**src/rtl/pwm_cook_controller_pkg.sv**
```systemverilog
// Shared definitions for the microwave PWM cook sequencer: FSM state encodings.
package pwm_cook_controller_pkg;

  localparam int STATE_W = 2;

  typedef enum logic [STATE_W-1:0] {
    S_IDLE  = 2'd0,
    S_COOK  = 2'd1,
    S_PAUSE = 2'd2,
    S_DONE  = 2'd3
  } state_t;

endpackage

```
**src/rtl/pwm_cook_controller_tick_divider.sv**
```systemverilog
// Modulo-MOD counter. wrap is high (combinationally) on the enabled cycle whose edge rolls
// the count from MOD-1 back to 0, so the parent can register a pulse aligned with that edge.
module tick_divider
  import pwm_cook_controller_pkg::*;
#(
  parameter int MOD = 16
) (
  input  logic clock,
  input  logic resetn,
  input  logic en,
  input  logic clr,
  output logic wrap
);

  localparam int CW = (MOD > 1) ? $clog2(MOD) : 1;

  logic [CW-1:0] count;
  logic          last;

  assign last = (count == CW'(MOD - 1));
  assign wrap = en && !clr && last;

  always_ff @(posedge clock or negedge resetn) begin
    if (!resetn) begin
      count <= '0;
    end else if (clr) begin
      count <= '0;
    end else if (en) begin
      count <= last ? '0 : count + 1'b1;
    end
  end

endmodule

```
**src/rtl/pwm_cook_controller.sv**
```systemverilog
// Cook sequencer: FSM, remaining-seconds counter and glitch-free duty register feeding the
// PWM counter. Handshake: start/stop/clear are single-cycle strobes; door_open is a level.
module pwm_cook_controller
  import pwm_cook_controller_pkg::*;
#(
  parameter int NUM_BITS      = 4,
  parameter int SEC_BITS      = 8,
  parameter int TICKS_PER_SEC = 50000000
) (
  input  logic                clock,
  input  logic                resetn,
  input  logic                start,
  input  logic                stop,
  input  logic                clear,
  input  logic                door_open,
  input  logic [SEC_BITS-1:0] cook_secs,
  input  logic [NUM_BITS-1:0] power_level,
  output logic                pwm_en,
  output logic [NUM_BITS-1:0] duty,
  output logic                period_rst,
  output logic                sec_tick,
  output logic [SEC_BITS-1:0] remaining,
  output logic                done,
  output logic                beep,
  output logic [STATE_W-1:0]  state
);

  state_t              state_q, state_d;
  logic [SEC_BITS-1:0] remaining_d;
  logic [NUM_BITS-1:0] duty_d;
  logic                cook_en, cnt_clr, per_wrap, sec_wrap;

  assign state   = state_q;
  assign cook_en = (state_q == S_COOK);
  assign cnt_clr = (state_q == S_IDLE);

  tick_divider #(.MOD(2 ** NUM_BITS)) u_period (
    .clock (clock),
    .resetn(resetn),
    .en    (cook_en),
    .clr   (cnt_clr),
    .wrap  (per_wrap)
  );

  tick_divider #(.MOD(TICKS_PER_SEC)) u_second (
    .clock (clock),
    .resetn(resetn),
    .en    (cook_en),
    .clr   (cnt_clr),
    .wrap  (sec_wrap)
  );

  always_comb begin
    state_d     = state_q;
    remaining_d = remaining;
    duty_d      = duty;
    case (state_q)
      S_IDLE: begin
        duty_d = power_level;
        if (!clear && start && (cook_secs != '0) && !door_open) begin
          state_d     = S_COOK;
          remaining_d = cook_secs;
        end
      end
      S_COOK: begin
        if (per_wrap) duty_d = power_level;
        if (clear) begin
          state_d = S_IDLE;
        end else begin
          // A second boundary is honoured even when stop/door arrive on the same edge.
          if (sec_wrap) remaining_d = (remaining == '0) ? '0 : remaining - 1'b1;
          if (sec_wrap && (remaining <= SEC_BITS'(1))) state_d = S_DONE;
          else if (stop || door_open)                  state_d = S_PAUSE;
        end
      end
      S_PAUSE: begin
        if (clear)                                state_d = S_IDLE;
        else if (start && !stop && !door_open)    state_d = S_COOK;
      end
      S_DONE: begin
        if (clear) state_d = S_IDLE;
      end
      default: state_d = S_IDLE;
    endcase
    if (state_d == S_IDLE) remaining_d = '0;
  end

  always_ff @(posedge clock or negedge resetn) begin
    if (!resetn) begin
      state_q    <= S_IDLE;
      remaining  <= '0;
      duty       <= '0;
      pwm_en     <= 1'b0;
      beep       <= 1'b0;
      done       <= 1'b0;
      period_rst <= 1'b0;
      sec_tick   <= 1'b0;
    end else begin
      state_q    <= state_d;
      remaining  <= remaining_d;
      duty       <= duty_d;
      pwm_en     <= (state_d == S_COOK);
      beep       <= (state_d == S_DONE);
      done       <= (state_q == S_COOK) && (state_d == S_DONE);
      period_rst <= per_wrap && !clear;
      sec_tick   <= sec_wrap && !clear;
    end
  end

endmodule

```
**config.mk**
```make
export PLATFORM = sky130hd
export DESIGN_NAME = pwm_cook_controller
export DESIGN_NICKNAME = d
export VERILOG_FILES = /design/src/rtl/pwm_cook_controller_pkg.sv /design/src/rtl/pwm_cook_controller_tick_divider.sv /design/src/rtl/pwm_cook_controller.sv
export SDC_FILE = /design/constraint.sdc
export NUM_CORES = 1
export LEC_CHECK = 0
export CAP_MARGIN = 10
export CELL_PAD_IN_SITES_DETAIL_PLACEMENT = 1
export CELL_PAD_IN_SITES_GLOBAL_PLACEMENT = 2
export CORE_MARGIN = 5
export CORE_UTILIZATION = 35
export DETAILED_ROUTE_END_ITERATION = 10
export PLACE_DENSITY = 0.9
export SYNTH_ARGS = -nofsm -noshare
export SYNTH_HDL_FRONTEND = slang
export SYNTH_HIERARCHICAL = 1
export SYNTH_SLANG_ARGS = --single-unit
```
**constraint.sdc**
```tcl
create_clock -name clock -period 3.9 [get_ports clock]
set_clock_uncertainty 0.2 [all_clocks]
set_input_delay 0.39 -clock clock [delete_from_list [all_inputs] [get_ports clock]]
set_output_delay 0.39 -clock clock [all_outputs]
set_load 0.03 [all_outputs]
```
; Yosys cells after proc, flatten, opt, wreduce, memory -nomap -nowiden
; Cells that the tools add are included.
; W data, S select, Z words.
[classes]
add_sub_neg = 3
magnitude_cmp = 1
eq_ne = 11
mux = 22
reduce_logical = 25
[op_table]
columns = operator, count
row1 = $mux W26, 3
row2 = $mux W8, 5
row3 = $add A26 B1 Y26 const B, 1
row4 = $eq A26 B26 Y1 const B, 1
row5 = $mux W4, 4
row6 = $pmux W8 S2, 1
row7 = $mux W2, 7
row8 = $logic_and A1 B1 Y1, 12
row9 = $ne A3 B3 Y1 const B, 3
row10 = $le A8 B1 Y1 const B, 1
row11 = $logic_not A8 Y1, 1
row12 = $pmux W2 S4, 1
row13 = $pmux W4 S2, 1
row14 = $reduce_bool A8 Y1, 1
row15 = $sub A8 B1 Y8 const B, 1
row16 = $eq A2 B2 Y1 const B, 3
row17 = $add A4 B1 Y4 const B, 1
row18 = $eq A2 B1 Y1 const B, 2
row19 = $eq A4 B4 Y1 const B, 1
row20 = $logic_not A1 Y1, 4
row21 = $logic_not A2 Y1, 2
row22 = $reduce_and A4 Y1, 1
row23 = $reduce_bool A3 Y1, 1
row24 = $ne A2 B2 Y1 const B, 1
row25 = other kinds (3), 3
[totals]
register_bits = 49
in_bits = 18
elab_cells = 72

; Logic depth before layout (Yosys ltp)
; Gate-level depths: netlist of the first run.
[logic_depth]
ltp_word = 11
ltp_mapped = 13
mapped_depth_nobuf = 10

; Modules after synthesis
; Netlist of the first run, hierarchy kept.
[by_module_without_submodules]
columns = module, n_inst, cells_each, area_each_um2, seq_area_each_um2
row1 = tick_divider at u_second, 1, 195, 1667.8, 650.6
row2 = pwm_cook_controller, 1, 106, 1122.3, 475.5
row3 = tick_divider at u_period, 1, 22, 206.4, 100.1

; Worst setup path after synthesis of the first run
; OpenSTA, ideal clock, no wires.
[synth_path]
kind = register -> register
startpoint = reg state_q[1], in the netlist state[1]
endpoint = reg remaining[7]
t_arrival_ns = 3.031
t_required_ns = 3.620
path_slack_ns = 0.589
path_stages_with_launch = 13
synth_period_minus_slack_ns = 3.311
cell_sequence = dfrtp_1 > nand2b_1 > inv_1 > clkbuf_1 > inv_1 > clkbuf_1 > clkbuf_1 > nor3_1 > nor2b_1 > o2111ai_1 > o221ai_1 > a21oi_2 > nor3_2
[synth_via]
word_cells_on_any_way = 24
cone_classes = 6 x eq/ne / 10 x mux / 8 x reduce/logical
[synth_rtl]
columns = item, line_no
row1 = from (decl), pwm_cook_controller.sv:28  ; state_t state_q, state_d;
row2 = from (signal assigned), pwm_cook_controller.sv:99  ; state_q <= state_d;
row3 = $eq A2 B1 Y1 (*), pwm_cook_controller.sv:34  ; assign cook_en = (state_q == S_COOK);
row4 = named net cook_en, pwm_cook_controller.sv:31  ; logic cook_en, cnt_clr, per_wrap, sec_wrap;
row5 = $logic_and A1 B1 Y1 (*) (2 in series), pwm_cook_controller_tick_divider.sv:21  ; assign wrap = en && !clr && last;
row6 = named net sec_wrap, pwm_cook_controller.sv:31
row7 = $logic_and A1 B1 Y1, pwm_cook_controller.sv:72  ; if (sec_wrap && (remaining <= SEC_BITS'(1))) state_d = S_DONE;
row8 = $mux W2, pwm_cook_controller.sv:72
row9 = $mux W2, pwm_cook_controller.sv:67  ; if (clear) begin
row10 = $pmux W2 S4, pwm_cook_controller.sv:57  ; case (state_q)
row11 = $logic_not A2 Y1, pwm_cook_controller.sv:85  ; if (state_d == S_IDLE) remaining_d = '0;
row12 = $ne A3 B3 Y1 (no line) or $reduce_bool A3 Y1 (tied branches), -
row13 = $reduce_and A4 Y1 (no line), -
row14 = to (signal assigned), pwm_cook_controller.sv:100  ; remaining <= remaining_d;
row15 = to (decl), pwm_cook_controller.sv:22  ; output logic [SEC_BITS-1:0] remaining,
; The timed path passes the listed nets; every way through them passes the cells marked *.
; A chain may end at the register's enable or synchronous reset.

; Final worst setup path of the first run
[layout_path]
startpoint = reg u_second.count[0]
endpoint = reg remaining[1]
[layout_via]
elab_chain_cells = 9
word_cells_on_any_way = 13
cone_classes = 4 x eq/ne / 4 x mux / 5 x reduce/logical
[layout_lines]
columns = item, line_no
row1 = from (decl), pwm_cook_controller_tick_divider.sv:17  ; logic [CW-1:0] count;
row2 = from (signal assigned), pwm_cook_controller_tick_divider.sv:29  ; count <= last ? '0 : count + 1'b1;
row3 = $eq A26 B26 Y1 (*), pwm_cook_controller_tick_divider.sv:20  ; assign last = (count == CW'(MOD - 1));
row4 = $logic_and A1 B1 Y1 (*), pwm_cook_controller_tick_divider.sv:21
row5 = named net sec_wrap, pwm_cook_controller.sv:31
row6 = $logic_and A1 B1 Y1, pwm_cook_controller.sv:72
row7 = $mux W2, pwm_cook_controller.sv:72
row8 = $mux W2, pwm_cook_controller.sv:67
row9 = $pmux W2 S4, pwm_cook_controller.sv:57
row10 = $logic_not A2 Y1, pwm_cook_controller.sv:85
row11 = $ne A3 B3 Y1 (no line) or $reduce_bool A3 Y1 (tied branches), -
row12 = $reduce_and A4 Y1 (no line), -
; Marks and branches as above.

==> impl_results.md, run 1 <==
* Status: complete, but fails checks
* Failing checks: hold timing
* Hold slack at -0.0219 ns
* WP data arrival at ~3.2 ns
* Async set-reset flop share out of synthesis at between 90% and 100%
* Post-synth EDFFs at 0
* Hold WC Path Type: in2async
* Avg Inst Size Synth at 9.28 um^2
* Post-route DRC at 0
* CTS tree: done
* Maximum vdd drop at roughly 0.00015 V
* Starting Density at 36.1%
* Mapped Cells at between 300 and 400
* Setup Slack @ Placement at just under 0.7 ns
* PortBufs at 36
* Vias in the first global route at around 2800
* Row cnt at 33
* Required time of the critical path at approximately 3.9 ns
* Core area at 8300 um^2
* Final #Nets at roughly 380
* Worst-Margin Slew at roughly 0.78 ns
* Total track usage at about 17%
* Grt ovf at 0
* Fin util at between 40 and 50%
* Setup-failing EPs final at 0
* Clk sinks at approximately 50
* Hold_buf cts at 0
* CTS Root Cell: clkbuf_8
* Min Tclk post-route at ~3.2 ns
* Die Wd at about 100 um
* WL final at about 8.5 mm
* Mapped Area at 3000 um^2
* Final WS setup at approximately 0.7 ns
* WL/cell at about 18 um
* Max Cap Violations at 0
* Number of antenna diodes at 0
* Initial antenna violation count at 0
* Synthesized Nets at 345
* Fillers at 973
* RSZ-0062 raised after global routing: false
* Post-DP HPWL at ~6.0 mm
* Slew HR at 47.6%
* Fraction of layout cells with a size suffix above 1 at between 10% and 20%
* Post_cts resized at 0
* Total CTS buffers at 5
* First-pass GRT wire length at 14.2 mm
* Worst-path clk slew at ~0.090 ns
* Final period utilization at between 80% and 90%
* Largest net degree at the start of global routing at 50
* Crit path launch type: flip-flop
* Via density at around 6
* H-tree levels at 2
* Main synth FF type: dfrtp_1
* Sequential area share after synthesis at 40.9%
* Critical path class: reg2reg
* Final Hold Fails at 31
* F_max at 314 MHz
* I/O pins at 37
* Layout area overhead at 19.9%
* Footprint of the multi-input gates at ~1600 um^2
* Netlist cell types at between 60 and 70
* Max Slew Vio Count at 0
* Die height at just over 100 um
* FF/Latch Area at between 1000 and 1500 um^2
* Vias at ~2700
* DRT Pass-1 Iters at 4
* Routability Congestion at slightly above 0.8
* Pwr per Cell Area at ~490 nW/um^2
* TNS Setup at 0 ns
* Post-route ant nets at 0
* DRT iter0 DRCs at slightly above 90
* CP max FO at 8
* Yosys warns at 6
* Overall Power at 1.77 mW
* Post-CTS setup buffer count at 0
* FF+latch count, synth at 49
* Clk_lat worst skew at 0.31 ns
* Die Area at 10500 um^2
* CTS max path bufs at 2
* Leakage power at ~1.3 nW
* CP Capture Type: flip-flop
## cells in the mapped netlist (all sizes together) (8+ instances only)
cell type | count | share of area [%]
a22oi | 8 | 2.0
o21ai | 21 | 3.5
nor2 | 27 | 3.6
nor3 | 12 | 2.3
a21oi | 26 | 4.6
clkbuf | 10 | 1.3
nor4 | 8 | 3.2
inv | 13 | 1.6
nand4 | 9 | 1.9
nand2 | 30 | 3.8
nand3 | 8 | 1.7
dfrtp | 49 | 41
## registers in the layout, summed over array words and instances (netlist names)
| register | cells |
|---|---|
| done | 1 |
| state | 2 |
| pwm_en | 1 |
| period_rst | 1 |
| u_second/count | 26 |
| sec_tick | 1 |
| beep | 1 |
| duty | 4 |
| u_period/count | 4 |
| remaining | 8 |
## worst max-delay path, stage by stage, from the launching register on
cell       delay, ns
dfrtp_1         0.41
ha_1            0.21
nand4_1         0.24
nor4_1          0.41
nand2_1         0.21
nor3_1          0.24
nor2b_1         0.25
o2111ai_1       0.21
o221ai_1        0.33
a21oi_2         0.20
a211oi_2        0.19
## logic make-up (layout without fill, tap and decap cells)
group | Yosys count | count (layout) | share of synthesized area, %
adders and majority gates | 4 | 4 | 1.67
muxes | 6 | 6 | 2.17
DFF | 49 | 49 | 40.9
xor gates and xnor gates | 5 | 5 | 1.46
AOI/OAI and AO/OA | 89 | 89 | 21.1
and+or+nand+nor | 142 | 142 | 28.6
buffers and inverters | 28 | 66 | 4.13
## area by class of cell
class / count / share of cell area [%]
sequential: 49 / 34.1
timing repair buffer: 45 / 11.8
inverter: 13 / 1.36
multi-input combinational: 246 / 45.8
tap: 105 / 3.66
clock inverter: 1 / 0.836
clock buffer: 7 / 2.40
## report_power, final
part / total (mW) / internal [mW] / switching, mW
Sequential: 0.629 / 0.566 / 0.0625
Combinational: 0.754 / 0.275 / 0.479
Clock: 0.389 / 0.209 / 0.180
## final timing paths
path                                    from                end  slack, ns  cells past startpoint
hold reg to reg                      duty[3]            duty[3]       0.32                      1
min in group clock                   duty[3]            duty[3]       0.32                      1
setup / recovery           u_second/count[0]       remaining[1]       0.72                     10
hold / removal                        resetn            duty[3]      -0.02                      2
setup reg to reg           u_second/count[0]       remaining[1]       0.72                     10
max in group asynchronous             resetn  u_second/count[8]       3.08                      2
## metal layers
metal / global-route usage, % / share of wire (%) / up-vias
met2: 29.8 / 51 / 50
li1: - / - / 1298
met1: 21.3 / 44 / 1393
met5: 0 / 0 / -
met4: 4.34 / 1.2 / 0
met3: 3.04 / 3.8 / 8
## through the flow
stage / std cells / area [um^2]
6_report: 466 / 3590
5_1_grt: 466 / 3590
4_1_cts: 466 / 3590
3_5_place_dp: 458 / 3480
3_3_place_gp: 458 / 3480
2_1_floorplan: 323 / 3000
## cells in the final DEF (no fill, tap or decap), types with 3 or more instances in the layout
master            n
nand4b_1          6
nand3b_1          4
o21ai_0          18
o21ai_1           3
mux2_2            4
nor4_1            5
nand3_1           6
nor2_1           26
or3_1             5
dfrtp_1          49
nor3_1           10
or4b_1            3
or2_2             3
nand4_1           9
inv_1            13
buf_4             9
clkdlybuf4s50_1  35
a31oi_1           6
and3_1            4
a22oi_1           8
xor2_1            3
nand2_1          29
nor4_4            3
a32oi_1           4
a21oi_1          24
ha_1              4
nand2b_1          6
or4_1             5
clkbuf_8          6
Note: power is estimated with default switching activity, not from simulation.
==> run 2: changes to the inputs <==
- CORE_UTILIZATION: 35 -> 31
- PLACE_DENSITY: 0.9 -> 0.85
- clock period: 3.9 -> 2.9 ns (I/O delays scaled with it)
==> impl_results.md, run 2 (same netlist as run 1, synthesis figures left out) <==
* Die Area at 11700 um^2 (+12%)
* Starting Density at 32.1% (-4.0 points)
* I/O pins at 37 (unchanged)
* CTS Root Cell: clkbuf_8
* Switching share of power at 41.8% (+1.1 points)
* H-tree levels at 2 (unchanged)
* Clock power share at 20.4% (-1.6 points)
* Most used cell, CP: buf_4
* Die Wd at 108 um (+5.6%)
* Critical path class: reg2reg
* Total CTS buffers at 5 (unchanged)
* F_max at 349 MHz (+11%)
* Hold WC Path Type: in2async
* Core area at 9330 um^2 (+12%)
* Worst-path clk slew at 0.10 ns (about the same)
* Max reg flops at 26 (unchanged)
* Internal power at 1.46 mW (+39%)
* Layout area overhead at 31.9%
* Placed Area at 3640 um^2 (+4.9%)
* CP Cell Sequence: or4b_4 -> nor4_4 -> nand2_2 -> buf_4 -> buf_4 -> buf_4 -> buf_4 -> buf_4 -> buf_4 -> buf_4 -> o211ai_1 -> a31oi_1
* Total track usage at 16.3% (-0.65 points)
* CP max FO at 3 (-5)
* Largest net degree at the start of global routing at 24 (-52%)
* Min Tclk post-route at 2.86 ns (-0.323 ns)
* WL final at 9.29 mm (+9.1%)
* Slew HR at 62.0% (+14 points)
* Required time of the critical path at 2.89 ns (-1.03 ns)
* CTS max path bufs at 2 (unchanged)
* Setup-failing EPs final at 0 (unchanged)
* Final Hold Fails at 0 (-100%)
* NetSw at 1.05 mW (+45%)
* Sequential share of power at 33.8% (-1.7 points)
* TNS Setup at 0 ns (unchanged)
* Row cnt at 35 (+6.1%)
* Crit path launch type: flip-flop
* DRT iter0 DRCs at 125 (+37%)
* Most flop-heavy register: u_second/count
* Post-route DRC at 0 (unchanged)
* CP Capture Type: flip-flop
* Number of antenna diodes at 0 (unchanged)
* Grt ovf at 0 (unchanged)
* Crit-path leading delay family: simple AND/OR/NAND/NOR gates
* Initial antenna violation count at 0 (unchanged)
* Max Cap Violations at 0 (unchanged)
* WL/cell at 17.8 um (-2.6%)
* Routability Congestion at 0.802 (-1.7%)
* Pwr per Cell Area at 634 nW/um^2 (+29%)
* Die height at 108 um (+5.6%)
* Clk_lat worst skew at 0.31 ns (about the same)
* RSZ-0062 raised after global routing: true
* DRT Pass-1 Iters at 4 (unchanged)
* Fraction of layout cells with a size suffix above 1 at 23.4% (+10 points)
* Worst-Margin Slew at 0.570 ns (-0.209 ns)
* Vias in the first global route at 3020 (+8.3%)
* Combinational Power Share at 45.8% (+3.2 points)
* Leakage power at 1.47 nW (+12%)
* Final #Nets at 414 (+8.4%)
* Final period utilization at 98.7% (+17 points)
* Clk sinks at 49 (unchanged)
* Most common cell after layout, fill and taps aside: dfrtp_1
* Post-route ant nets at 0 (unchanged)
* Vias at 2870 (+4.4%)
* Crit path buf inv count at 7 (+7)
* CP max stage delay at 0.55 ns (+0.14 ns)
* First-pass GRT wire length at 15.3 mm (+7.8%)
* CTS tree: done
* Via density at 5.50 (-6.8%)
* Slowest stage cell, crit path: or4b_4
* Post-DP HPWL at 6.44 mm (+8.1%)
* Status: completed
* Most frequent cells in the layout: 47 x dfrtp_1, 39 x buf_4, 35 x clkdlybuf4s50_1
* WP data arrival at 2.85 ns (-0.36 ns)
* Biggest regs: u_second/count: 26 flops, remaining: 8 flops
* Non-Filler Cell Area, Final at 3950 um^2 (+10%)
* Max Slew Vio Count at 0 (unchanged)
* Maximum vdd drop at 0.000355 V (+130%)
* PortBufs at 36 (unchanged)
-- run 2: cell count changes in the layout (fill, tap and decap cells not counted), moves of 2 or more --
cell and change:
nand2_1 -2, buf_4 +30, dfrtp_1 -2, nand2_2 +2, dfrtp_2 +2
-- run 2: final cells by class --
type | count | area, um^2
Inverter | 13 | 48.8
Fill cell | 1087 | 5380
Clock inverter | 3 | 46.3
Clock buffer | 5 | 68.8
Timing Repair Buffer | 76 | 658
Tap cell | 129 | 161
Multi-Input combinational cell | 247 | 1740
Sequential cell | 49 | 1230
-- run 2: power groups by stage --
stage          Clock (mW)  Sequential, mW  Combinational, mW
2_1_floorplan           0           0.970              0.557
4_1_cts             0.529           0.848               1.11
6_report            0.511           0.848               1.15
3_3_place_gp            0           0.857               1.07
5_1_grt             0.548           0.862               1.24
3_5_place_dp            0           0.862               1.09
-- run 2: path summary, 6_finish.rpt --
kind	startpoint	endpoint	slack [ns]	depth (start not counted)
max	u_second/count[18]	u_second/count[25]	0.04	12
min	resetn	done	0.27	2
max reg2reg	u_second/count[18]	u_second/count[25]	0.04	12
max in group asynchronous	resetn	state[0]	1.61	3
min reg2reg	duty[2]	duty[2]	0.32	1
min in group clock	duty[2]	duty[2]	0.32	1
-- run 2: timing repair --
action	4_1_cts	5_1_grt
endpoints found under the setup margin	8	13
pin swaps	4	5
resized for setup	4	7
hold buffers	1	0
buffers inserted	10	4
hold endpoints to repair	20	0
gates cloned	0	1
-- run 2: worst register-to-register path: stages (launching register included) --
cell and delay [ns]:
dfrtp_1 0.39, or4b_4 0.55, nor4_4 0.35, nand2_2 0.14
buf_4 0.16, buf_4 0.12, buf_4 0.12, buf_4 0.13
buf_4 0.13, buf_4 0.12, buf_4 0.14, o211ai_1 0.08
a31oi_1 0.11
-- run 2: metal layers --
metal	routed length (um)	part of all wire, %	GRT usage, %	up-vias
li1	-	-	-	1353
met1	4190	45	21.2	1463
met2	4750	51	28.2	43
met3	228	2.5	2.27	11
met4	119	1.3	4.15	0
met5	0	0	0	-
-- run 2: metrics by stage --
step,instances,power (mW),utilization (%),setup WS [ns],hold WS [ns]
after floorplan,323,1.53,-,0.0101,-0.206
after global placement,498,1.93,39.1,0.124,0.0910
after detailed placement,498,1.95,39.1,-0.0341,0.0990
after CTS,517,2.49,41.5,0.00374,0.295
after global routing,522,2.65,42.4,-0.0655,0.332
final,522,2.51,42.4,0.0387,0.271
